## config.mk

```make
export PLATFORM = sky130hd
export DESIGN_NAME = ntt_bf_feeder
export DESIGN_NICKNAME = d
export VERILOG_FILES = /design/src/rtl/ntt_defines_pkg.sv /design/src/rtl/ntt_twiddle_addr_gen.sv /design/src/rtl/ntt_bf_feeder.sv
export SDC_FILE = /design/constraint.sdc
export NUM_CORES = 1
export LEC_CHECK = 0
export BUFFER_PORTS_ARGS = -buffer_cell sky130_fd_sc_hd__buf_2
export CAP_MARGIN = 40
export CORE_UTILIZATION = 30
export DETAILED_ROUTE_END_ITERATION = 8
export PLACE_DENSITY = 0.59
export SYNTH_ARGS = -nofsm -noshare
export SYNTH_HDL_FRONTEND = slang
export SYNTH_SLANG_ARGS = --single-unit
```

## constraint.sdc

```tcl
create_clock -name clk -period 21.9 [get_ports clk]
set_input_delay 4.38 -clock clk [delete_from_list [all_inputs] [get_ports clk]]
set_output_delay 4.38 -clock clk [all_outputs]
set_load 0.02 [all_outputs]
```

## src/rtl/ntt_defines_pkg.sv

```systemverilog
// Shared NTT types plus the constants used by the butterfly feeder.
// Consumed by ntt_twiddle_addr_gen and ntt_bf_feeder.
package ntt_defines_pkg;

   localparam int BF_REG_SIZE = 23;

   typedef enum logic [1:0] {
      CT  = 2'd0,
      GS  = 2'd1,
      PWO = 2'd2,
      PWA = 2'd3
   } mode_t;

   typedef struct packed {
      logic [BF_REG_SIZE-1:0] u00;
      logic [BF_REG_SIZE-1:0] u01;
      logic [BF_REG_SIZE-1:0] v00;
      logic [BF_REG_SIZE-1:0] v01;
      logic [BF_REG_SIZE-1:0] w00;
      logic [BF_REG_SIZE-1:0] w01;
      logic [BF_REG_SIZE-1:0] w10;
      logic [BF_REG_SIZE-1:0] w11;
   } bf_uvwi_t;

   typedef enum logic [1:0] {
      IDLE  = 2'd0,
      ISSUE = 2'd1,
      DRAIN = 2'd2,
      DONE  = 2'd3
   } feeder_state_e;

   localparam int NTT_FEEDER_NUM_ISSUE = 64;

   // Indexed by effective pass: element 0 is the lowest slice.
   localparam logic [3:0][6:0] TW_BASE  = {7'd21, 7'd5, 7'd1, 7'd0};
   localparam logic [3:0][2:0] TW_SHIFT = {3'd0, 3'd2, 3'd4, 3'd6};

   // GS walks the twiddle table from the opposite end to CT.
   function automatic logic [1:0] calc_eff_pass(input mode_t mode, input logic [1:0] pass_idx);
      if (mode == GS) begin
         return 2'd3 - pass_idx;
      end else begin
         return pass_idx;
      end
   endfunction

endpackage

```

## src/rtl/ntt_twiddle_addr_gen.sv

```systemverilog
// Combinational twiddle ROM address for the current issue slot.
module ntt_twiddle_addr_gen
   import ntt_defines_pkg::*;
#(
   parameter int TW_ADDR_WIDTH = 7
) (
   input  mode_t                    mode,
   input  logic [1:0]               pass_idx,
   input  logic [6:0]               issue_cnt,
   output logic [TW_ADDR_WIDTH-1:0] tw_addr
);

   logic [1:0] eff_pass;
   logic [6:0] offset;
   logic [6:0] sum;

   assign eff_pass = calc_eff_pass(mode, pass_idx);
   assign offset   = issue_cnt >> TW_SHIFT[eff_pass];
   assign sum      = TW_BASE[eff_pass] + offset;
   assign tw_addr  = TW_ADDR_WIDTH'(sum);

endmodule

```

## src/rtl/ntt_bf_feeder.sv

```systemverilog
// Issue-side sequencer for one NTT/INTT butterfly pass.
// Optional stall-cycle counter enabled by defining NTT_FEEDER_STALL_CNT_EN.
module ntt_bf_feeder
   import ntt_defines_pkg::*;
#(
   parameter int REG_SIZE      = 23,
   parameter int ADDR_WIDTH    = 15,
   parameter int TW_ADDR_WIDTH = 7
) (
   input  logic                      clk,
   input  logic                      reset,
   input  logic                      zeroize,
   input  logic                      start,
   input  mode_t                     mode_i,
   input  logic [1:0]                pass_idx_i,
   input  logic [ADDR_WIDTH-1:0]     src_base_addr_i,
   input  logic                      stall_i,
   output logic                      mem_rd_en_o,
   output logic [ADDR_WIDTH-1:0]     mem_rd_addr_o,
   input  logic [4*REG_SIZE-1:0]     mem_rd_data_i,
   output logic                      tw_rd_en_o,
   output logic [TW_ADDR_WIDTH-1:0]  tw_addr_o,
   input  logic [4*REG_SIZE-1:0]     tw_data_i,
   output logic                      bf_enable_o,
   output bf_uvwi_t                  bf_uvw_o,
   input  logic                      bf_ready_i,
   output logic                      busy_o,
   output logic                      done_o,
   output logic [15:0]               stall_cycles_o
);

   feeder_state_e            state;
   mode_t                    mode;
   logic [1:0]               pass_idx;
   logic [ADDR_WIDTH-1:0]    base_addr;
   logic [6:0]               issue_cnt;
   logic [6:0]               result_cnt;
   logic [TW_ADDR_WIDTH-1:0] tw_addr_next;
   logic                     last_issue;
   logic                     last_result;

   assign last_issue  = (issue_cnt == 7'(NTT_FEEDER_NUM_ISSUE - 1));
   // The 64th result may be counted on this very edge.
   assign last_result = (result_cnt == 7'(NTT_FEEDER_NUM_ISSUE)) ||
                        (bf_ready_i && (result_cnt == 7'(NTT_FEEDER_NUM_ISSUE - 1)));

   ntt_twiddle_addr_gen #(
      .TW_ADDR_WIDTH (TW_ADDR_WIDTH)
   ) u_tw_addr_gen (
      .mode      (mode),
      .pass_idx  (pass_idx),
      .issue_cnt (issue_cnt),
      .tw_addr   (tw_addr_next)
   );

   always_ff @(posedge clk or posedge reset) begin
      if (reset) begin
         state         <= IDLE;
         mode          <= CT;
         pass_idx      <= 2'd0;
         base_addr     <= '0;
         issue_cnt     <= 7'd0;
         result_cnt    <= 7'd0;
         mem_rd_en_o   <= 1'b0;
         mem_rd_addr_o <= '0;
         tw_rd_en_o    <= 1'b0;
         tw_addr_o     <= '0;
         bf_enable_o   <= 1'b0;
         bf_uvw_o      <= '0;
         busy_o        <= 1'b0;
         done_o        <= 1'b0;
      end else if (zeroize) begin
         state         <= IDLE;
         mode          <= CT;
         pass_idx      <= 2'd0;
         base_addr     <= '0;
         issue_cnt     <= 7'd0;
         result_cnt    <= 7'd0;
         mem_rd_en_o   <= 1'b0;
         mem_rd_addr_o <= '0;
         tw_rd_en_o    <= 1'b0;
         tw_addr_o     <= '0;
         bf_enable_o   <= 1'b0;
         bf_uvw_o      <= '0;
         busy_o        <= 1'b0;
         done_o        <= 1'b0;
      end else begin
         mem_rd_en_o <= 1'b0;
         tw_rd_en_o  <= 1'b0;
         done_o      <= 1'b0;
         bf_enable_o <= mem_rd_en_o;
         busy_o      <= (state == ISSUE) || (state == DRAIN);

         // Read data belongs to the strobe of the previous cycle.
         if (mem_rd_en_o) begin
            bf_uvw_o.u00 <= mem_rd_data_i[0*REG_SIZE +: REG_SIZE];
            bf_uvw_o.v00 <= mem_rd_data_i[1*REG_SIZE +: REG_SIZE];
            bf_uvw_o.u01 <= mem_rd_data_i[2*REG_SIZE +: REG_SIZE];
            bf_uvw_o.v01 <= mem_rd_data_i[3*REG_SIZE +: REG_SIZE];
            bf_uvw_o.w00 <= tw_data_i[0*REG_SIZE +: REG_SIZE];
            bf_uvw_o.w01 <= tw_data_i[1*REG_SIZE +: REG_SIZE];
            bf_uvw_o.w10 <= tw_data_i[2*REG_SIZE +: REG_SIZE];
            bf_uvw_o.w11 <= tw_data_i[3*REG_SIZE +: REG_SIZE];
         end

         case (state)
            IDLE: begin
               if (start) begin
                  mode       <= mode_i;
                  pass_idx   <= pass_idx_i;
                  base_addr  <= src_base_addr_i;
                  issue_cnt  <= 7'd0;
                  result_cnt <= 7'd0;
                  state      <= ISSUE;
               end
            end
            ISSUE: begin
               if (!stall_i) begin
                  mem_rd_en_o   <= 1'b1;
                  tw_rd_en_o    <= 1'b1;
                  mem_rd_addr_o <= base_addr + ADDR_WIDTH'(issue_cnt);
                  tw_addr_o     <= tw_addr_next;
                  issue_cnt     <= issue_cnt + 7'd1;
                  if (last_issue) begin
                     state <= DRAIN;
                  end
               end
               if (bf_ready_i) begin
                  result_cnt <= result_cnt + 7'd1;
               end
            end
            DRAIN: begin
               if (bf_ready_i) begin
                  result_cnt <= result_cnt + 7'd1;
               end
               if (last_result) begin
                  state  <= DONE;
                  done_o <= 1'b1;
               end
            end
            DONE: begin
               state <= IDLE;
            end
            default: begin
               state <= IDLE;
            end
         endcase
      end
   end

`ifdef NTT_FEEDER_STALL_CNT_EN
   logic [15:0] stall_cnt;

   // Saturating count of stalled issue cycles; value survives past done.
   always_ff @(posedge clk or posedge reset) begin
      if (reset) begin
         stall_cnt <= 16'd0;
      end else if (zeroize) begin
         stall_cnt <= 16'd0;
      end else if ((state == IDLE) && start) begin
         stall_cnt <= 16'd0;
      end else if ((state == ISSUE) && stall_i && (stall_cnt != 16'hFFFF)) begin
         stall_cnt <= stall_cnt + 16'd1;
      end
   end

   assign stall_cycles_o = stall_cnt;
`else
   assign stall_cycles_o = 16'd0;
`endif

endmodule

```

==> After elaboration in Yosys (flattened, before gate mapping) <==
Cells that the tools add are included.
W data, S select, Z words.
{ "word_totals": {"ff_bits": 245, "in_bits": 209, "out_inout_bits": 227, "wordCells": 99} }
{ "classes": {"add_sub_neg": 5, "n_lt_le_gt_ge": 1, "eq_ne": 13, "shifts": 1, "muxes": 43, "reduce_logical": 16} }
{ "ops": {"columns": ["cell", "n"], "rows": [
  ["$mux W184", 2],
  ["$mux W15", 6],
  ["$mux W7", 9],
  ["$pmux W7 S2", 2],
  ["$mux W2", 12],
  ["$add A15 B7 Y15", 1],
  ["$add A7 B1 Y7 const B", 2],
  ["$bmux W7 S2", 1],
  ["$eq A7 B6 Y1 const B", 2],
  ["$ne A3 B3 Y1 const B", 4],
  ["$mux W1", 8],
  ["$pmux W2 S4", 1],
  ["$reduce_bool A2 Y1", 4],
  ["$add A7 B7 Y7", 1],
  ["$eq A7 B7 Y1 const B", 1],
  ["$shr A7 B3 Y7", 1],
  ["$bmux W3 S2", 1],
  ["$reduce_and A3 Y1", 2],
  ["$reduce_bool A3 Y1", 2],
  ["$eq A2 B1 Y1 const B", 2],
  ["$eq A2 B2 Y1 const B", 2],
  ["$reduce_and A2 Y1", 2],
  ["$reduce_and A4 Y1", 1],
  ["$lt A2 B3 Y1 const B", 1],
  ["8 further kinds", 9]
]} }

==> Longest topological paths before layout <==
{ "logic_depth": {"word_depth": 9, "mapped_depth": 12, "depth_no_buf": 11} }

==> Cells and area by module <==
From an unflattened synthesis, not the netlist that was laid out.
{ "hier_totals": {"cells_unflattened": 1009, "area_unflattened_um2": 11035.6} }
{ "modules_own_cells": {"columns": ["mod", "instances", "cells_per_inst", "area_each_um2", "seq_area_each_um2"], "rows": [
  ["ntt_bf_feeder", 1, 941, 10525.1, 6130.9],
  ["ntt_twiddle_addr_gen", 1, 68, 510.5, 0.0]
]} }

==> Worst setup path after synthesis <==
OpenSTA, ideal clock, no wires.
{ "synth_path": {"kind": "input to register", "start": "input zeroize", "end": "register tw_addr_o[6]", "setup_ns": 0.069, "arrival_time_ns": 5.518, "required_ns": 21.831, "setup_slack_ns": 16.313, "stages": 6, "n_path_buf": 1, "path_cell_list": "nand2b_1 -> clkbuf_1 -> nor2_1 -> nand2_1 -> or4b_1 -> nand3_1"} }
{ "synth_between": {"elab_chain_cells": 2, "word_cells_on_any_way": 4, "classes_between": "eq/ne: 1; mux: 1; reduce/logical: 2"} }
{ "synth_rtl": {"columns": ["element", "line", "text"], "rows": [
  ["start: declaration", "ntt_bf_feeder.sv:12", "input logic zeroize,"],
  ["$ne A2 B2 Y1 (no source line) or $reduce_bool A2 Y1 (tied branches)", null, null],
  ["$reduce_and A2 Y1 (no source line)", null, null],
  ["end signal: assignment", "ntt_bf_feeder.sv:122", "tw_addr_o <= tw_addr_next;"],
  ["end: declaration", "ntt_bf_feeder.sv:22", "output logic [TW_ADDR_WIDTH-1:0] tw_addr_o,"]
]} }
Several ways; a longest one is shown, not always the timed one.
A chain may end at the register's enable or synchronous reset.

==> impl_metrics.env <==
export IMPL_clk_latency_ps=560
export IMPL_initial_core_util=0.306
export IMPL_ys_flop_type="dfrtp_1"
export IMPL_synthCells=975
export IMPL_final_cell_mix="buf_2, dfrtp_1, nor2_1, mux2i_1, o21ai_0"
export IMPL_dp_worst_setup_slack_ps=14990
export IMPL_cts_tree="done"
export IMPL_layout_commonest_cell="buf_2"
export IMPL_drcViolationCount=0
export IMPL_path_max_fanout=120
export IMPL_status="finished, final reports clean"
export IMPL_r2r_slack_ps=19140
export IMPL_cts_htree_levels=1
export IMPL_ys_types=48
export IMPL_grt_pass1_vias=8289
export IMPL_ant_nets=0
export IMPL_io_buffers=419
export IMPL_hold_end="mem_rd_addr_o[4]"
export IMPL_wl_met1_um=13000
export IMPL_irDropWorstVdd_v=0.0000653
export IMPL_clock_sinks=245
export IMPL_slew_limit_headroom=0.287
export IMPL_setup_viol=0
export IMPL_core_rowCount=69
export IMPL_syn_area_per_cell_um2=11.1
export IMPL_cts_buffers=28
export IMPL_hold_class="reg -> reg"
export IMPL_coreArea_um2=35600
export IMPL_top_layer_used="met4"
export IMPL_final_nets=1600
export IMPL_fin_hold_ws_ps=469
export IMPL_drive_gt1_frac=0.348
export IMPL_yosysWarnings=0
export IMPL_dp_hpwl_um=21700
export IMPL_crit_required_ps=22460
export IMPL_grt_pass1_wl_um=46300
export IMPL_reg2reg_to="tw_addr_o[6]"
export IMPL_critPathCaptureType="asynchronous set/reset pin"
export IMPL_final_max_slew_viol_count=0
export IMPL_whs_path_depth=2
export IMPL_ys_async_sr_fraction=1.00
export IMPL_clockBufferDepth=3
export IMPL_cts_root_buf="clkbuf_16"
export IMPL_worstSetupPathType="in -> async"
export IMPL_firstDrtPassIters=5
export IMPL_synthesis_area_um2=10900
export IMPL_io_pins=436
export IMPL_p_per_area_nw_per_um2=86.9
export IMPL_fin_tns_setup_ps=0
export IMPL_hold_viol=0
export IMPL_cts_hold_buf=0
export IMPL_total_power_w=0.00124
export IMPL_ys_ff_latch=245
export IMPL_diodes=0
export IMPL_final_min_clock_period_ps=6160
export IMPL_drtIter0Drc=404
export IMPL_path_clk_slew_ps=60
export IMPL_synth_edf_count=0
export IMPL_grt_use_total=0.159
export IMPL_die_w_um=192
export IMPL_wl_um=30500
export IMPL_p_leak_nw=7.28
export IMPL_ys_seq_area_frac=0.564
export IMPL_fmaxAchievable_mhz=162
export IMPL_grt_antenna_before_repair=1
export IMPL_vias=8413
export IMPL_max_cap_violations=0
export IMPL_worst_pin_slew_ps=1070
export IMPL_fin_ws_ps=15740
export IMPL_cts_resized=0
export IMPL_post_route_period_util=0.281
export IMPL_reg2reg_depth=9
export IMPL_die_y_um=192
export IMPL_fp_dieArea_um2=37000
export IMPL_r2r_start="mode[1]"
export IMPL_min_from="mem_rd_addr_o[4]"
export IMPL_syn_to_final_growth_pct=31.6
export IMPL_gp_congestion=0.800
export IMPL_cp_start_kind="input port"
export IMPL_clock_skew_ps=26.6
export IMPL_gr_total_overflow=0
export IMPL_wl_per_cell_um=16.5
export IMPL_dr_wl_met3_um=2290
export IMPL_post_route_util=0.402
export IMPL_viasPerCell=4.54
export IMPL_detailroute_wirelength_met2_um=14700
export IMPL_rsz0062_at_grt="false"
export IMPL_post_cts_setup_buffers=0
export IMPL_arrival_ps=6720
export IMPL_grt_max_degree=132
[worst max path at each step]
stage | startpoint | endpoint | cells past startpoint
4_1_cts | reset | bf_uvw_o[172] | 4
3_5_place_dp | reset | bf_uvw_o[4] | 4
2_1_floorplan | reset | base_addr[0] | 1
6_report | reset | bf_enable_o | 4
3_3_place_gp | reset | state[1] | 4
5_1_grt | reset | done_o | 4
[layout make-up]
cell class                 instances  area, um2
clock inverter                    10        144
inverter                          16       67.6
sequential                       245       6130
multi-input combinational        653       4370
tap                              461        577
clock buffer                      41        800
fill                            3544      21300
timing repair buffer             429       2210
[routing by layer]
layer | vias to the layer above | global-route usage
li1 | 4083 | -
met1 | 4031 | 0.200
met2 | 264 | 0.269
met4 | 0 | 0.0382
met3 | 35 | 0.0455
met5 | - | 0
[critical path, cell delays in order]
cell   delay (ps)
buf_2         130
inv_8         490
buf_4         740
buf_4         790
[cell usage after synthesis, drive strengths merged (3+ instances only)]
| master | number | area share |
|---|---|---|
| o31ai | 4 | 0.0028 |
| a31oi | 3 | 0.0017 |
| inv | 16 | 0.0055 |
| dfrtp | 245 | 0.56 |
| buf | 37 | 0.021 |
| and3 | 3 | 0.0017 |
| a22o | 18 | 0.015 |
| ha | 17 | 0.020 |
| nor3 | 6 | 0.0028 |
| a211oi | 5 | 0.0035 |
| clkbuf | 39 | 0.013 |
| nor2b | 5 | 0.0031 |
| nand2 | 39 | 0.013 |
| nand2b | 29 | 0.017 |
| mux2i | 186 | 0.17 |
| a21oi | 15 | 0.0069 |
| o21ai | 42 | 0.019 |
| nand3 | 6 | 0.0028 |
| o41ai | 5 | 0.0040 |
| nor3b | 5 | 0.0039 |
| xor2 | 6 | 0.0048 |
| xnor2 | 10 | 0.0081 |
| nor2 | 206 | 0.071 |
[sequential cells by signal, summed over array words and instances, names as in the netlist, 2 cells and up]
signal	flops
bf_uvw_o	184
pass_idx	2
base_addr	15
issue_cnt	7
result_cnt	7
mode	2
mem_rd_addr_o	15
state	2
tw_addr_o	7
[cell families after synthesis]
group	count (synthesis)	share of synthesized area
AOI/OAI and AO/OA	110	0.0689
adders and majority gates	18	0.0214
and+or+nand+nor	307	0.122
xor gates and xnor gates	16	0.0129
muxes	186	0.171
other	1	0.000345
DFF	245	0.564
buffers and inverters	92	0.0396
[power by group]
| part | switching (W) | leakage [nW] | internal, W |
|---|---|---|---|
| sequential | 0.0000259 | 3.38 | 0.000488 |
| clock | 0.000189 | 0.464 | 0.000288 |
| combinational | 0.000154 | 3.43 | 0.0000981 |
| total | 0.000368 | 7.28 | 0.000875 |
[stage by stage]
stage / instance area (um2) / cells
final: 14300 / 1855
after global routing: 14300 / 1855
after CTS: 14300 / 1855
after detailed placement: 13400 / 1804
after global placement: 13300 / 1803
after floorplan: 10900 / 990
Power figures use the tool's default switching activity.
